### config.mk
export PLATFORM = sky130hd
export DESIGN_NAME = wb_port_arbiter
export DESIGN_NICKNAME = d
export VERILOG_FILES = /design/src/rtl/wb_port_arbiter.sv
export SDC_FILE = /design/constraint.sdc
export NUM_CORES = 1
export LEC_CHECK = 0
export CAP_MARGIN = 20
export CORE_MARGIN = 2
export CORE_UTILIZATION = 44
export DETAILED_ROUTE_END_ITERATION = 7
export PLACE_DENSITY = 0.76
export SYNTH_ARGS = -nofsm -noshare
export SYNTH_HDL_FRONTEND = slang
export SYNTH_SLANG_ARGS = --single-unit
### constraint.sdc
create_clock -name i_clk -period 2.76 [get_ports i_clk]
set_clock_uncertainty 0.1 [all_clocks]
set_input_delay 0.552 -clock i_clk [delete_from_list [all_inputs] [get_ports i_clk]]
set_output_delay 0.552 -clock i_clk [all_outputs]
set_load 0.01 [all_outputs]
### src/rtl/wb_port_arbiter.sv
// Shares the register-file write port between pipeline writeback and a buffered MCU result
// stream, with forced MCU drains on starvation and RAW hazard flagging for queued results.
module wb_port_arbiter #(
    parameter int unsigned DATA_W       = 32,
    parameter int unsigned ADDR_W       = 5,
    parameter int unsigned DEPTH        = 2,
    parameter int unsigned STARVE_LIMIT = 4
) (
    input  logic              i_clk,
    input  logic              i_rst_n,
    input  logic              i_pipe_valid,
    input  logic [ADDR_W-1:0] i_pipe_rd,
    input  logic [DATA_W-1:0] i_pipe_wdata,
    output logic              o_pipe_stall,
    input  logic              i_mcu_valid,
    output logic              o_mcu_ready,
    input  logic [ADDR_W-1:0] i_mcu_rd,
    input  logic [DATA_W-1:0] i_mcu_wdata,
    input  logic [ADDR_W-1:0] i_query_rs1,
    input  logic [ADDR_W-1:0] i_query_rs2,
    output logic              o_mcu_hazard,
    output logic              o_rf_we,
    output logic [ADDR_W-1:0] o_rf_waddr,
    output logic [DATA_W-1:0] o_rf_wdata
);

    localparam int unsigned PTR_W = $clog2(DEPTH);
    localparam int unsigned CNT_W = $clog2(STARVE_LIMIT + 1);

    logic [ADDR_W-1:0] r_fifo_rd   [DEPTH];
    logic [DATA_W-1:0] r_fifo_data [DEPTH];
    logic [PTR_W:0]    r_wptr;
    logic [PTR_W:0]    r_rptr;
    logic [CNT_W-1:0]  r_starve_cnt;
    logic              r_rf_we;
    logic [ADDR_W-1:0] r_rf_waddr;
    logic [DATA_W-1:0] r_rf_wdata;

    logic              w_empty;
    logic              w_full;
    logic [PTR_W:0]    w_count;
    logic              w_push;
    logic              w_force;
    logic              w_grant_fifo;
    logic              w_grant_pipe;
    logic [ADDR_W-1:0] w_head_rd;
    logic [DATA_W-1:0] w_head_data;
    logic              w_hazard;

    // Extra pointer bit separates full (MSBs differ) from empty (pointers equal).
    assign w_empty = (r_wptr == r_rptr);
    assign w_full  = (r_wptr[PTR_W] != r_rptr[PTR_W]) &&
                     (r_wptr[PTR_W-1:0] == r_rptr[PTR_W-1:0]);
    assign w_count = r_wptr - r_rptr;
    assign w_push  = i_mcu_valid && !w_full;

    assign w_force      = !w_empty && (r_starve_cnt == CNT_W'(STARVE_LIMIT));
    assign w_grant_fifo = w_force || (!i_pipe_valid && !w_empty);
    assign w_grant_pipe = !w_force && i_pipe_valid;
    assign w_head_rd    = r_fifo_rd[r_rptr[PTR_W-1:0]];
    assign w_head_data  = r_fifo_data[r_rptr[PTR_W-1:0]];

    always_comb begin
        logic [PTR_W-1:0] idx;
        w_hazard = 1'b0;
        idx      = '0;
        for (int unsigned k = 0; k < DEPTH; k++) begin
            idx = r_rptr[PTR_W-1:0] + PTR_W'(k);
            if (((PTR_W+1)'(k) < w_count) && (r_fifo_rd[idx] != '0) &&
                ((r_fifo_rd[idx] == i_query_rs1) || (r_fifo_rd[idx] == i_query_rs2))) begin
                w_hazard = 1'b1;
            end
        end
    end

    always_ff @(posedge i_clk) begin
        if (w_push) begin
            r_fifo_rd[r_wptr[PTR_W-1:0]]   <= i_mcu_rd;
            r_fifo_data[r_wptr[PTR_W-1:0]] <= i_mcu_wdata;
        end
    end

    always_ff @(posedge i_clk or negedge i_rst_n) begin
        if (!i_rst_n) begin
            r_wptr       <= '0;
            r_rptr       <= '0;
            r_starve_cnt <= '0;
            r_rf_we      <= 1'b0;
            r_rf_waddr   <= '0;
            r_rf_wdata   <= '0;
        end else begin
            if (w_push) begin
                r_wptr <= r_wptr + 1'b1;
            end
            if (w_grant_fifo) begin
                r_rptr <= r_rptr + 1'b1;
            end

            if (w_grant_fifo || w_empty) begin
                r_starve_cnt <= '0;
            end else if (w_grant_pipe && (r_starve_cnt != CNT_W'(STARVE_LIMIT))) begin
                r_starve_cnt <= r_starve_cnt + 1'b1;
            end

            // rd == 0 still consumes the slot but never writes.
            if (w_grant_fifo) begin
                r_rf_we    <= (w_head_rd != '0);
                r_rf_waddr <= w_head_rd;
                r_rf_wdata <= w_head_data;
            end else if (w_grant_pipe) begin
                r_rf_we    <= (i_pipe_rd != '0);
                r_rf_waddr <= i_pipe_rd;
                r_rf_wdata <= i_pipe_wdata;
            end else begin
                r_rf_we    <= 1'b0;
            end
        end
    end

    assign o_pipe_stall = w_force && i_pipe_valid;
    assign o_mcu_ready  = !w_full;
    assign o_mcu_hazard = w_hazard;
    assign o_rf_we      = r_rf_we;
    assign o_rf_waddr   = r_rf_waddr;
    assign o_rf_wdata   = r_rf_wdata;

endmodule

Yosys cells after proc, flatten, opt, wreduce, memory -nomap -nowiden
Memories as Yosys holds them, arrays and structs flattened.
Cells that the tools add are included.
{"block": "classes", "n_div": 0, "shift": 0, "n_eq_ne": 9, "bitwise_logic": 0, "n_mul": 0, "add_sub_neg": 5, "muxes": 12, "n_lt_le_gt_ge": 2, "reduce_logical": 24}
{"operator": "32-bit two-way mux", "n": 2}
{"operator": "5-bit equality test", "n": 4}
{"operator": "5-bit nonzero test", "n": 3}
{"operator": "1-bit logical AND", "n": 11}
{"operator": "5-bit two-way mux", "n": 2}
{"operator": "1-bit two-way mux", "n": 6}
{"operator": "3-bit two-way mux", "n": 2}
{"operator": "2-bit by 1-bit adder with 2-bit output (second input constant)", "n": 2}
{"operator": "1-bit logical NOT", "n": 4}
{"operator": "1-bit logical OR", "n": 4}
{"operator": "1-bit by 2-bit < comparator with 1-bit output (first input constant)", "n": 2}
{"operator": "2-bit nonzero test", "n": 2}
{"operator": "3-bit by 1-bit adder with 3-bit output (second input constant)", "n": 1}
{"operator": "3-bit equality test (second input constant)", "n": 1}
{"operator": "3-bit != test (second input constant)", "n": 1}
{"operator": "2-bit equality test", "n": 1}
{"operator": "2-bit subtractor", "n": 1}
{"operator": "1-bit adder (second input constant)", "n": 1}
{"operator": "1-bit equality test", "n": 1}
{"operator": "1-bit != test", "n": 1}
{"block": "totals", "regBits": 45, "mem_bits_ro": 0, "in_bits": 88, "wordCells": 60, "mem_count": 2, "latch_bits": 0, "ram_bits": 74}
{"name": "r_fifo_data", "words": 2, "width": 32, "rd": 1, "rd_clocked_by_memory_dff": 0, "write_ports": 1, "line_no": "31", "text": "logic [DATA_W-1:0] r_fifo_data [DEPTH];"}
{"name": "r_fifo_rd", "words": 2, "width": 5, "rd": 2, "rd_clocked_by_memory_dff": 0, "write_ports": 1, "line_no": "30", "text": "logic [ADDR_W-1:0] r_fifo_rd [DEPTH];"}

Depth between registers and ports, before layout
{"block": "logic_depth", "word_depth": 8, "ltp_mapped": 9, "ltp_nobuf": 8}

Worst setup path after synthesis
Ideal clock, no wire load.
{"block": "synth_timing", "path_type": "register to register", "startpoint": "register r_wptr[0]", "endpoint": "memory r_fifo_data[1][0], enable pin", "path_slack_ps": -381, "stages_incl_launch_ff": 6, "synth_period_minus_slack_ps": 3141, "setup_time_ps": 434, "required_time_ps": 2226, "arrival_time_ps": 2607, "path_cell_list": "dfrtp_1 > inv_1 > ha_1 > nand2_1 > nand2_1 > nor2_1"}
{"block": "synth_between", "elab_chain_cells": 6}
{"item": "from (decl)", "line_no": "32", "text": "logic [PTR_W:0] r_wptr;"}
{"item": "from (signal assigned)", "line_no": "93", "text": "r_wptr <= r_wptr + 1'b1;"}
{"item": "1-bit equality test", "line_no": "53", "text": "(r_wptr[PTR_W-1:0] == r_rptr[PTR_W-1:0]);"}
{"item": "1-bit logical AND", "line_no": "52", "text": "assign w_full = (r_wptr[PTR_W] != r_rptr[PTR_W]) &&"}
{"item": "1-bit logical NOT"}
{"item": "via o_mcu_ready", "line_no": "16", "text": "output logic o_mcu_ready,"}
{"item": "1-bit logical AND", "line_no": "55", "text": "assign w_push = i_mcu_valid && !w_full;"}
{"item": "1-bit two-way mux", "line_no": "77", "text": "if (w_push) begin"}
{"item": "1-bit two-way mux (implied by the code)", "line_no": "79", "text": "r_fifo_data[r_wptr[PTR_W-1:0]] <= i_mcu_wdata;"}
{"item": "to (decl)", "line_no": "31"}
The timed path passes the listed nets, and every way through them passes these cells.

Final worst setup path
{"block": "layout_timing", "startpoint": "register r_rptr[0]", "endpoint": "output o_mcu_hazard"}
{"block": "layout_between", "elab_chain_cells": 6}
{"item": "from (decl)", "line_no": "33", "text": "logic [PTR_W:0] r_rptr;"}
{"item": "from (signal assigned)", "line_no": "96", "text": "r_rptr <= r_rptr + 1'b1;"}
{"item": "2-bit subtractor (tied with other cells)", "line_no": "54", "text": "assign w_count = r_wptr - r_rptr;"}
{"item": "1-bit by 2-bit < comparator with 1-bit output (tied with other cells)", "line_no": "69", "text": "if (((PTR_W+1)'(k) < w_count) && (r_fifo_rd[idx] != '0) &&"}
{"item": "1-bit logical AND (tied with other cells)", "line_no": "69"}
{"item": "1-bit logical AND or 1-bit logical OR (tied branches)", "line_no": "69, 70"}
{"item": "1-bit two-way mux or 1-bit logical AND (tied branches)", "line_no": "69"}
{"item": "1-bit two-way mux *", "line_no": "69"}
{"item": "to (decl)", "line_no": "21", "text": "output logic o_mcu_hazard,"}
Every way passes the cells marked *; elsewhere a longest branch is shown, timed or not.

==> metrics.md <==
| Metric | Value |
|---|---|
| Met2 wire length | `around 5800 µm` |
| Tightest Hold Check Type | `input pin to asynchronous set/reset pin` |
| Synth Cell Area | `5024 µm²` |
| Reg2Reg Depth | `7` |
| Worst slew pin tran | `0.7586 ns` |
| Largest net degree at the start of global routing | `44` |
| Clk_lat worst skew | `0.40 ns` |
| Worst Path Required | `2.11 ns` |
| CTS tree | `built` |
| GRT Util Overall | `about a fifth` |
| DR top layer | `met4` |
| Status | `finished, violations left` |
| Final Setup Violations | `1` |
| Endpoints failing hold | `0` |
| Synth Area per Inst | `12.47 µm²` |
| # port buffers | `128` |
| WHS | `0.1189 ns` |
| Antenna cells | `0` |
| WL per Instance | `15.65 µm` |
| Syn nets | `494` |
| GP Congestion | `between 0.7 and 0.8` |
| DP HPWL | `7852 µm` |
| Met3 WL | `782 µm` |
| Most common cell after layout, fill and taps aside | `clkdlybuf4s50_1` |
| Post-Route Utilization | `66.01%` |
| Total gr overflow | `0` |
| Post-synthesis sequential area ratio | `about two thirds` |
| Maximum vdd drop | `692.3 µV` |
| Starting Density | `44.57%` |
| Syn-to-layout area delta | `48.12%` |
| Final Critical Period | `between 2 and 3 ns` |
| First-pass GRT wire length | `approximately 18000 µm` |
| DRC | `0` |
| Power per Cell Area | `1176 nW/µm²` |
| Achievable frequency | `0.3463 GHz` |
| Worst Path Max Fanout | `6` |
| Setup crit start kind | `register` |
| Max Cap Viol | `0` |
| Total I/O pin count | `129` |
| DRT Pass-1 Iters | `4` |
| Final period util | `104.6%` |
| Die X | `110.9 µm` |
| Detail Route Antenna Nets | `0` |
| Synth cell types | `26` |
| Violated checks | `setup timing` |
| Total die area | `12290 µm²` |
| CTS Root Cell | `clkbuf_16` |
| R2r startpoint | `r_rptr[0]$_DFFE_PN0N_` |
| Fillers | `863` |
| Vias in the first global route | `roughly 3800` |
| Worst setup EP type | `output port` |
| LEAKAGE | `2.855 nW` |
| Max Slew Vio Count | `0` |
| TritonCTS buffer count | `17` |
| Routed met1 length | `4687 µm` |
| Yosys warns | `0` |
| Drt total wl | `around 11000 µm` |
| Clock-pin slew on the worst setup and hold paths | `about 0.05 ns` |
| R2R Setup Slk | `between 0.7 and 0.8 ns` |
| Commonest non-fill, non-tap cells in the layout | `clkdlybuf4s50_1, nand2_1, edfxtp_1, o21ai_0, dfrtp_1` |
| Critical R2R Capture | `o_rf_wdata[16]$_DFFE_PN0P_` |
| Fin nets | `663` |
| RSZ-0062 raised after global routing | `true` |
| Initial antenna violation count | `0` |
| Number of synthesized register bits | `119` |
| Share of layout cells above drive strength 1 | `15.75%` |
| Worst path arrival time | `2.24 ns` |
| Setup tns final | `-0.1274 ns` |
| Final worst slack | `-0.1274 ns` |
| Via/cell ratio | `approximately 5.0` |
| Max Buffers Root-to-Sink | `2` |
| CTS H-tree depth | `4` |
| Site Rows | `39` |
| Die Y | `110.9 µm` |
| Pre-CTS WS | `-0.4389 ns` |
| Clk sinks | `around 120` |
| DRT iter0 DRCs | `126` |
| Final Total Pwr | `8.752 mW` |
| Hold-fix buffers, CTS | `0` |
| Syn Inst Count | `403` |
| Total core area | `11270 µm²` |
| Crit Path Category | `register to output port` |
| Max_slew headroom | `49.43%` |
| Detailed-route via count | `3649` |
[cell type report]
| cell class | instances | area (µm²) | area share, % |
|---|---|---|---|
| multi-input cells | 259 | 1660 | 22.31 |
| clock buffers | 17 | 425.4 | 5.717 |
| clock inverters | 14 | 177.7 | 2.388 |
| inverters | 5 | 18.77 | 0.2522 |
| flip-flops and latches | 119 | 3349 | 45.01 |
| repair buffers | 170 | 1630 | 21.91 |
| well taps | 143 | 178.9 | 2.405 |
[worst max-delay path, stage by stage (launching register included)]
cell and delay (ns):
dfrtp_2 0.45, buf_4 0.16, mux2i_4 0.25, xor2_1 0.17, nand3_1 0.11, nor3_2 0.18
a31oi_1 0.07, o41ai_2 0.25, buf_2 0.19
[stage by stage]
step,instance area (µm²),cells
final,7441,727
after global routing,7441,727
after CTS,7411,725
after detailed placement,6705,690
after global placement,6705,690
after floorplan,5029,403
[sequential cells by signal, indices dropped and copies added, names as in the netlist]
register	cells
o_rf_waddr	5
r_fifo_rd	10
o_rf_wdata	32
r_wptr	2
o_rf_we	1
r_starve_cnt	3
r_rptr	2
r_fifo_data	64
[cell families after synthesis]
logic type | synth area share (%)
AO/OA/AOI/OAI | 8.443
XOR/XNOR | 4.707
adder cells (fa/ha/maj) | 0.7473
buffers and inverters | 2.316
flip-flops | 66.65
multiplexers | 8.568
AND/OR/NAND/NOR | 8.568
[cells in the mapped netlist, drive strengths merged]
| cell type | count | share of area, % |
|---|---|---|
| a21oi | 2 | 0.20 |
| a22oi | 1 | 0.15 |
| a31oi | 2 | 0.25 |
| buf | 11 | 1.3 |
| clkbuf | 9 | 0.67 |
| dfrtp | 45 | 22 |
| edfxtp | 74 | 44 |
| ha | 3 | 0.75 |
| inv | 5 | 0.37 |
| mux2i | 43 | 8.6 |
| nand2 | 81 | 6.1 |
| nand3 | 4 | 0.40 |
| nor2 | 9 | 0.67 |
| nor3 | 7 | 0.80 |
| nor3b | 1 | 0.15 |
| o21ai | 73 | 7.3 |
| o22ai | 2 | 0.25 |
| o41ai | 1 | 0.32 |
| or4 | 2 | 0.30 |
| or4b | 1 | 0.20 |
| xnor2 | 13 | 2.3 |
| xor2 | 14 | 2.4 |
[how the worst max path moves through the flow]
stage                           from                           to  slack, ns
2_1_floorplan  r_wptr[0]$_DFFE_PN0N_  r_fifo_data[1][0]$_DFFE_PP_       0.21
3_3_place_gp          i_query_rs1[2]                 o_mcu_hazard      -0.44
3_5_place_dp          i_query_rs1[2]                 o_mcu_hazard      -0.44
4_1_cts        r_rptr[0]$_DFFE_PN0N_                 o_mcu_hazard      -0.11
5_1_grt        r_rptr[0]$_DFFE_PN0N_                 o_mcu_hazard      -0.22
6_report       r_rptr[0]$_DFFE_PN0N_                 o_mcu_hazard      -0.13
[report_power, final]
group / internal (mW) / total (mW) / switching (mW)
clock network: 1.42 / 2.21 / 0.793
logic: 1.75 / 3.57 / 1.82
registers: 2.66 / 2.97 / 0.317
[metal layers]
metal	up-vias	global-route usage (%)
li1	1775	-
met1	1750	22.38
met2	110	32.76
met3	14	7.053
met4	0	6.917
met5	-	0
[repair_timing]
item | CTS | global route
gates resized for setup | 17 | 5
pin swaps | 1 | 0
endpoints found under the setup margin | 3 | 2
buffers inserted | 4 | 2
(Power assumes the default switching activity.)
